`src/rtl/hdmi_init_seq.sv`:
```
// HDMI transmitter configuration sequencer: walks a register/data table and issues
// each pair as an I2C write, retrying NACKed writes after a backoff and replaying on hot-plug.
module hdmi_init_seq #(
    parameter int         NUM_REGS    = 16,
    parameter int         IDX_W       = 8,
    parameter logic [7:0] DEV_ADDR    = 8'h72,
    parameter int         MAX_RETRIES = 3,
    parameter int         BACKOFF_CYC = 50000
) (
    input  logic             clk_ref,
    input  logic             reset_n,
    input  logic             hpd,
    input  logic             go,
    output logic [IDX_W-1:0] tbl_idx,
    input  logic [7:0]       tbl_reg,
    input  logic [7:0]       tbl_data,
    output logic             i2c_start,
    output logic [7:0]       i2c_dev_addr,
    output logic [7:0]       i2c_reg_addr,
    output logic [7:0]       i2c_data,
    input  logic             i2c_ready,
    input  logic             i2c_ack_err,
    output logic             busy,
    output logic             done,
    output logic             error,
    output logic [IDX_W-1:0] err_idx,
    output logic [3:0]       state_out
);

    // state     | meaning
    // S_IDLE    | waiting for go or hot-plug edge
    // S_FETCH   | one cycle for the ROM, then latch reg/data
    // S_ISSUE   | pulse i2c_start once the controller is ready
    // S_WAIT_BUSY | wait for the controller to accept (ready low)
    // S_WAIT_DONE | wait for ready high, evaluate ack_err
    // S_BACKOFF | delay before re-issuing a NACKed entry
    localparam logic [3:0] S_IDLE      = 4'b0001;
    localparam logic [3:0] S_FETCH     = 4'b0010;
    localparam logic [3:0] S_ISSUE     = 4'b0100;
    localparam logic [3:0] S_WAIT_BUSY = 4'b0101;
    localparam logic [3:0] S_WAIT_DONE = 4'b1000;
    localparam logic [3:0] S_BACKOFF   = 4'b1001;

    localparam int               BO_W     = $clog2(BACKOFF_CYC + 1);
    localparam logic [IDX_W-1:0] LAST_IDX = IDX_W'(NUM_REGS - 1);
    localparam logic [3:0]       MAX_RTY  = 4'(MAX_RETRIES);
    localparam logic [BO_W-1:0]  BO_LOAD  = BO_W'(BACKOFF_CYC);

    logic [3:0]      state;
    logic [3:0]      retry_cnt;
    logic [BO_W-1:0] bo_cnt;
    logic            fetch_wait;
    logic            restart_pend;
    logic            restart_now;
    logic            rst_meta, rst_sync_n;
    logic            hpd_s1, hpd_s2, hpd_d;
    logic            hpd_rise;

    assign i2c_dev_addr = DEV_ADDR;

    always_ff @(posedge clk_ref or negedge reset_n) begin
        if (!reset_n) begin
            rst_meta   <= 1'b0;
            rst_sync_n <= 1'b0;
        end else begin
            rst_meta   <= 1'b1;
            rst_sync_n <= rst_meta;
        end
    end

    // Synchroniser flops clear on reset so an hpd already high at release yields one edge.
    always_ff @(posedge clk_ref or negedge rst_sync_n) begin
        if (!rst_sync_n) begin
            hpd_s1 <= 1'b0;
            hpd_s2 <= 1'b0;
            hpd_d  <= 1'b0;
        end else begin
            hpd_s1 <= hpd;
            hpd_s2 <= hpd_s1;
            hpd_d  <= hpd_s2;
        end
    end

    assign hpd_rise = hpd_s2 & ~hpd_d;

    // A hot-plug restart never cuts an in-flight transfer; it waits for ready to return.
    always_comb begin
        restart_now = 1'b0;
        case (state)
            S_FETCH, S_ISSUE, S_BACKOFF: restart_now = hpd_rise | restart_pend;
            S_WAIT_DONE:                 restart_now = i2c_ready & (hpd_rise | restart_pend);
            default:                     restart_now = 1'b0;
        endcase
    end

    always_ff @(posedge clk_ref or negedge rst_sync_n) begin
        if (!rst_sync_n) begin
            state        <= S_IDLE;
            tbl_idx      <= '0;
            i2c_start    <= 1'b0;
            i2c_reg_addr <= 8'h00;
            i2c_data     <= 8'h00;
            busy         <= 1'b0;
            done         <= 1'b0;
            error        <= 1'b0;
            err_idx      <= '0;
            retry_cnt    <= 4'd0;
            bo_cnt       <= '0;
            fetch_wait   <= 1'b0;
            restart_pend <= 1'b0;
        end else begin
            i2c_start <= 1'b0;
            if (hpd_rise && state != S_IDLE)
                restart_pend <= 1'b1;
            if (restart_now) begin
                state        <= S_FETCH;
                tbl_idx      <= '0;
                retry_cnt    <= 4'd0;
                fetch_wait   <= 1'b1;
                restart_pend <= 1'b0;
            end else begin
                case (state)
                    S_IDLE: begin
                        if (go || hpd_rise) begin
                            state        <= S_FETCH;
                            tbl_idx      <= '0;
                            retry_cnt    <= 4'd0;
                            fetch_wait   <= 1'b1;
                            done         <= 1'b0;
                            error        <= 1'b0;
                            busy         <= 1'b1;
                            restart_pend <= 1'b0;
                        end
                    end
                    S_FETCH: begin
                        if (fetch_wait) begin
                            fetch_wait <= 1'b0;
                        end else begin
                            i2c_reg_addr <= tbl_reg;
                            i2c_data     <= tbl_data;
                            state        <= S_ISSUE;
                        end
                    end
                    S_ISSUE: begin
                        if (i2c_ready) begin
                            i2c_start <= 1'b1;
                            state     <= S_WAIT_BUSY;
                        end
                    end
                    S_WAIT_BUSY: begin
                        if (!i2c_ready)
                            state <= S_WAIT_DONE;
                    end
                    S_WAIT_DONE: begin
                        if (i2c_ready) begin
                            if (!i2c_ack_err) begin
                                if (tbl_idx == LAST_IDX) begin
                                    done  <= 1'b1;
                                    busy  <= 1'b0;
                                    state <= S_IDLE;
                                end else begin
                                    tbl_idx    <= tbl_idx + 1'b1;
                                    retry_cnt  <= 4'd0;
                                    fetch_wait <= 1'b1;
                                    state      <= S_FETCH;
                                end
                            end else if (retry_cnt < MAX_RTY) begin
                                retry_cnt <= retry_cnt + 1'b1;
                                bo_cnt    <= BO_LOAD;
                                state     <= S_BACKOFF;
                            end else begin
                                error   <= 1'b1;
                                err_idx <= tbl_idx;
                                busy    <= 1'b0;
                                state   <= S_IDLE;
                            end
                        end
                    end
                    S_BACKOFF: begin
                        if (bo_cnt <= BO_W'(1))
                            state <= S_ISSUE;
                        else
                            bo_cnt <= bo_cnt - 1'b1;
                    end
                    default: begin
                        state <= S_IDLE;
                        busy  <= 1'b0;
                    end
                endcase
            end
        end
    end

    always_comb begin
        case (state)
            S_IDLE, S_FETCH, S_ISSUE, S_WAIT_BUSY, S_WAIT_DONE, S_BACKOFF: state_out = state;
            default: state_out = 4'b1111;
        endcase
    end

endmodule

```
`config.mk`:
```
export PLATFORM = sky130hd
export DESIGN_NAME = hdmi_init_seq
export DESIGN_NICKNAME = d
export VERILOG_FILES = /design/src/rtl/hdmi_init_seq.sv
export SDC_FILE = /design/constraint.sdc
export NUM_CORES = 1
export LEC_CHECK = 0
export CORE_MARGIN = 2
export CORE_UTILIZATION = 52
export CTS_CLUSTER_DIAMETER = 200
export DETAILED_ROUTE_END_ITERATION = 10
export PLACE_DENSITY_LB_ADDON = 0.12
export SLEW_MARGIN = 5
export SYNTH_ARGS = -nofsm -noshare
export SYNTH_HDL_FRONTEND = slang
export SYNTH_SLANG_ARGS = --single-unit
```
`constraint.sdc`:
```
create_clock -name clk_ref -period 2.5 [get_ports clk_ref]
set_input_delay 0.75 -clock clk_ref [delete_from_list [all_inputs] [get_ports clk_ref]]
set_output_delay 0.75 -clock clk_ref [all_outputs]
set_load 0.02 [all_outputs]
```
---- Word-level counts from Yosys, hierarchy flattened ----
Cells that the tools add are included.
cells by class
  add/subtract/negate cells ............... 3
  magnitude comparators ................... 2
  equality and inequality tests ........... 28
  mux-type cells .......................... 58
  bitwise gates (word level) .............. 8
  reductions and logical operators ........ 19
operator list
  cell                                                             number
  2-to-1 mux 16 bit                                                4
  2-to-1 mux 4 bit                                                 16
  2-to-1 mux 8 bit                                                 5
  one-hot mux 16 bit (2 select lines)                              1
  inequality test 3 bit, second input constant                     10
  AND reduction 6 bit                                              5
  one-hot mux 4 bit (6 select lines)                               1
  2-to-1 mux 1 bit                                                 23
  AND reduction 5 bit                                              4
  less-or-equal comparator 16 x 1 -> 1 bit, second input constant  1
  inequality test 2 bit, second input constant                     8
  one-hot mux 8 bit (2 select lines)                               1
  subtractor 16 x 1 -> 16 bit, second input constant               1
  adder 8 x 1 -> 8 bit, second input constant                      1
  == test 4 x 3 -> 1 bit, second input constant                    2
  == test 4 bit, second input constant                             2
  == test 8 x 4 -> 1 bit, second input constant                    1
  inequality test 4 bit, second input constant                     2
  one-hot mux 4 bit (2 select lines)                               1
  one-hot mux 1 bit (2 select lines)                               3
  one-hot mux 1 bit (3 select lines)                               2
  OR reduction 6 bit                                               1
  NOT 1 bit                                                        5
  adder 4 x 1 -> 4 bit, second input constant                      1
  15 further kinds                                                 17
storage, ports and cells
  bits in registers ....................... 67
  input port bits ......................... 22
  output and inout port bits .............. 48
  logic and storage cells ................. 136

---- Longest topological paths before layout ----
  depth after elaboration ................. 7
  gate-level depth with buffers ........... 8
  mapped depth without buffers ............ 7

---- Least setup slack after synthesis ----
No wires, ideal clock.
  path type ............................... flip-flop to output port
  from .................................... register state[1]
  to ...................................... output state_out[0]
  arrival time ............................ 1.646 ns
  data required time ...................... 1.750 ns
  path slack .............................. 0.104 ns
  stages on the path, launching flop included .. 4
  buffers on the path ..................... 2
  cells stage by stage .................... dfrtp_1 buf_2 buf_1 o311ai_0
on the way
  longest elaborated chain between the ends .. 3
  elaborated cells between the ends (all ways) .. 8
  those cells by class .................... eq/ne (6); mux (1); reduce/logical (1)
RTL lines
  what                                   RTL line  source
  from (decl)                            49        logic [3:0] state;
  from (signal assigned)                 98        state <= S_IDLE;
  from (signal assigned)                 116       state <= S_FETCH;
  from (signal assigned)                 125       state <= S_FETCH;
  == test 4 bit (tied with other cells)  195       case (state)
  OR reduction 6 bit (*)                 195
  2-to-1 mux 4 bit (*)                   195
  to (decl)                              27        output logic [3:0] state_out
Mark *: on every way between the ends. The rest lies on a longest branch, timed or not.

---- Final worst setup path ----
  from .................................... register state[0]
  to ...................................... output state_out[0]
on the way
  longest elaborated chain between the ends .. 3
  elaborated cells between the ends (all ways) .. 8
  those cells by class .................... eq/ne (6); mux (1); reduce/logical (1)
RTL lines
  what                                   RTL line
  == test 4 bit (tied with other cells)  195
  OR reduction 6 bit                     195
  2-to-1 mux 4 bit (*)                   195
Marks and branches as above.

==> run metrics <==
outcome=complete, no violations; cells along the critical path=buf_4 > inv_1 > o311ai_0 > dlygate4sd2_1; via count=3,074; die area=0.00756 sq mm; Avg WL per Cell=16.0 um; root buf cell=clkbuf_8; worst-path maximum fanout=17; Yosys top cell by area=dfrtp_1; Comb pwr share=45.6%; Max-slew headroom=55.6%; switching power=0.00192 W; Die Width=87.0 um; CTS tree=yes; Synth top area share=46.1%; flops & latches, synth=67; share of cells above drive strength 1=21.4%; largest net degree at the start of global routing=38; drt via density=5.87; Pleak=2.03 nW; commonest non-fill, non-tap cell in the layout=dfrtp_1; final hold vios=0; switching share of power=37.5%; Cells after Synth=350; Num CTS Buffers=9; # port buffers=61; Post-CTS Hold Buffers=0; Initial Util=53.3%; Routed Antenna Nets=0; worst-skew pair later-pin latency=340 ps; Setup Skew=6.97 ps; core area=0.00672 sq mm; initial antenna violation count=0; Worst Setup Start Kind=flip-flop; Ys Warns=0; # rows=30; setup TNS=0 ps; Synth area leaders=dfrtp_1 (46%), mux2_2 (7.5%), o21ai_0 (2.9%), nand2_1 (2.8%), a21oi_1 (2.7%); Area Overhead vs Synth=30.4%; hold slack=307 ps; Sequential Power Share=32.8%; diode count=0; internal power=0.00320 W; CP arrival=1670 ps; RSZ-0062 raised after global routing=no; vias in the first global route=2,965; Post-CTS Setup Inserts=0; Clock Tree Buf Depth=2; clock power share=21.6%; CP endpoint kind=output port; hpwl dp=6.04 mm; Final Setup Violations=0; fin crit share=96.9%; WS Path Type=reg2out; peak supply drop=0.000550 V; Slew @ Worst Pin=666 ps; nets=465; DR DRC count=0; PD cells=1100 mW/mm^2; delay of the slowest critical-path stage=530 ps; GP Congestion=0.883; Seq/Total Area, Yosys=46.9%; synth unique cells=72; syn avg cell area=10.2 sq um; Post-synth EDFFs=0; Worst path top cell family by delay=buffers and inverters; Hold Path Class=reg2async; fillers=514; Post-synth ARST share=100%; GRT overflow=0; Final Max Tran Viols=0; IO Pins=70; DRT Pass-1 Iters=4; clk sinks=67; clock-pin slew on the worst setup and hold paths=70 ps; crit path buf inv count=3; MaxCap Viol Count=0; DR iter-0 viols=218; first-pass GRT wire length=14.4 mm; total global-route track usage=24.3%; cts repair resizes=8; CP required=1750 ps; commonest non-fill, non-tap cells in the layout=dfrtp_1 (65), clkdlybuf4s50_1 (57), buf_4 (34); number of H-tree levels=3; ys flop type=dfrtp_1; mapped cell area=0.00358 sq mm; Final min period=2420 ps; slowest CP cell=dfstp_2; total wire length=8.38 mm; Fmax=0.413 GHz; Die Y-Extent=87.0 um
worst paths after layout:
check                      slack, ps  cells past startpoint                     end                  from
min in group clk_ref             350                      0    rst_sync_n$_DFF_PN0_    rst_meta$_DFF_PN0_
hold reg to reg                  310                      0  err_idx[0]$_DFFE_PN0P_  rst_sync_n$_DFF_PN0_
setup reg to reg                 140                      8  tbl_idx[1]$_DFFE_PN0P_  state[0]$_DFFE_PN1P_
setup / recovery                  80                      4            state_out[0]  state[0]$_DFFE_PN1P_
max in group asynchronous       1500                      1    state[0]$_DFFE_PN1P_  rst_sync_n$_DFF_PN0_
hold / removal                   310                      0  err_idx[0]$_DFFE_PN0P_  rst_sync_n$_DFF_PN0_
worst reg2reg max path, cell delays in order, from the launching register on:
cell	delay, ps
dfstp_2	530
buf_4	210
or4b_4	540
buf_4	170
nand2_4	60
o211ai_4	130
buf_4	190
or2_2	290
a21oi_1	160
metrics by stage:
step | instance area [sq um] | total power (W) | utilization, % | instances | setup WS, ps
finish | 4670 | 0.00512 | 69.5 | 524 | 78.1
global route | 4670 | 0.00544 | 69.5 | 524 | 0.826
CTS | 4670 | 0.00513 | 69.6 | 524 | 22.9
detailed placement | 4440 | 0.00406 | 66.0 | 508 | -172
global placement | 4440 | 0.00399 | 66.0 | 508 | -185
floorplan | 3610 | 0.00314 | - | 357 | 104
area by class of cell:
| cell class | count | area, sq um | share of cell area (%) |
|---|---|---|---|
| tap | 80 | 100 | 2.14 |
| sequential | 67 | 1680 | 36.0 |
| multi-input combinational | 256 | 1730 | 37.0 |
| inverter | 8 | 30.0 | 0.643 |
| timing repair buffer | 97 | 890 | 19.1 |
| clock inverter | 4 | 98.8 | 2.12 |
| clock buffer | 12 | 145 | 3.11 |
cell usage after synthesis (all sizes together) (4+ instances only):
master  instances
nor4            7
or2             4
and3            6
o311ai          5
o31ai           4
nor2           24
ha              4
o21ai          22
nand4           4
a21oi          19
inv             8
clkbuf          5
mux2           25
nor3           17
nor2b           5
dfrtp          66
or4             4
buf            21
nand2          28
nand3          13
or3             8
metal layers:
metal  part of all wire, %  vias up  GRT usage, %
li1                      -     1458             -
met1                    44     1504          32.6
met4                   2.1        0          10.5
met2                    48       97          38.7
met5                     0        -             0
met3                   5.5       15          4.27
sequential cells by signal, indices dropped and copies added (netlist names), 4 cells and up:
| register | count |
|---|---|
| tbl_idx | 8 |
| i2c_reg_addr | 8 |
| state | 4 |
| bo_cnt | 16 |
| i2c_data | 8 |
| err_idx | 8 |
| retry_cnt | 4 |
power groups by stage:
| stage | Sequential [W] | Clock [W] | Combinational [W] |
|---|---|---|---|
| floorplan | 0.00181 | 0 | 0.00133 |
| global placement | 0.00167 | 0 | 0.00232 |
| detailed placement | 0.00169 | 0 | 0.00236 |
| CTS | 0.00167 | 0.00112 | 0.00234 |
| global route | 0.00173 | 0.00117 | 0.00254 |
| finish | 0.00168 | 0.00111 | 0.00234 |
logic make-up (layout without fill, tap and decap cells):
family | count (synthesis) | count (layout) | share of synthesized area, %
simple gates | 135 | 135 | 21.3
compound gates | 79 | 79 | 15.6
flops | 67 | 67 | 46.9
buf+inv | 34 | 121 | 5.77
mux | 26 | 26 | 8.14
fa+ha+maj | 4 | 4 | 1.40
xor+xnor | 3 | 3 | 0.734
other cells | 2 | 9 | 0.210
Note: power is estimated with default switching activity, not from simulation.
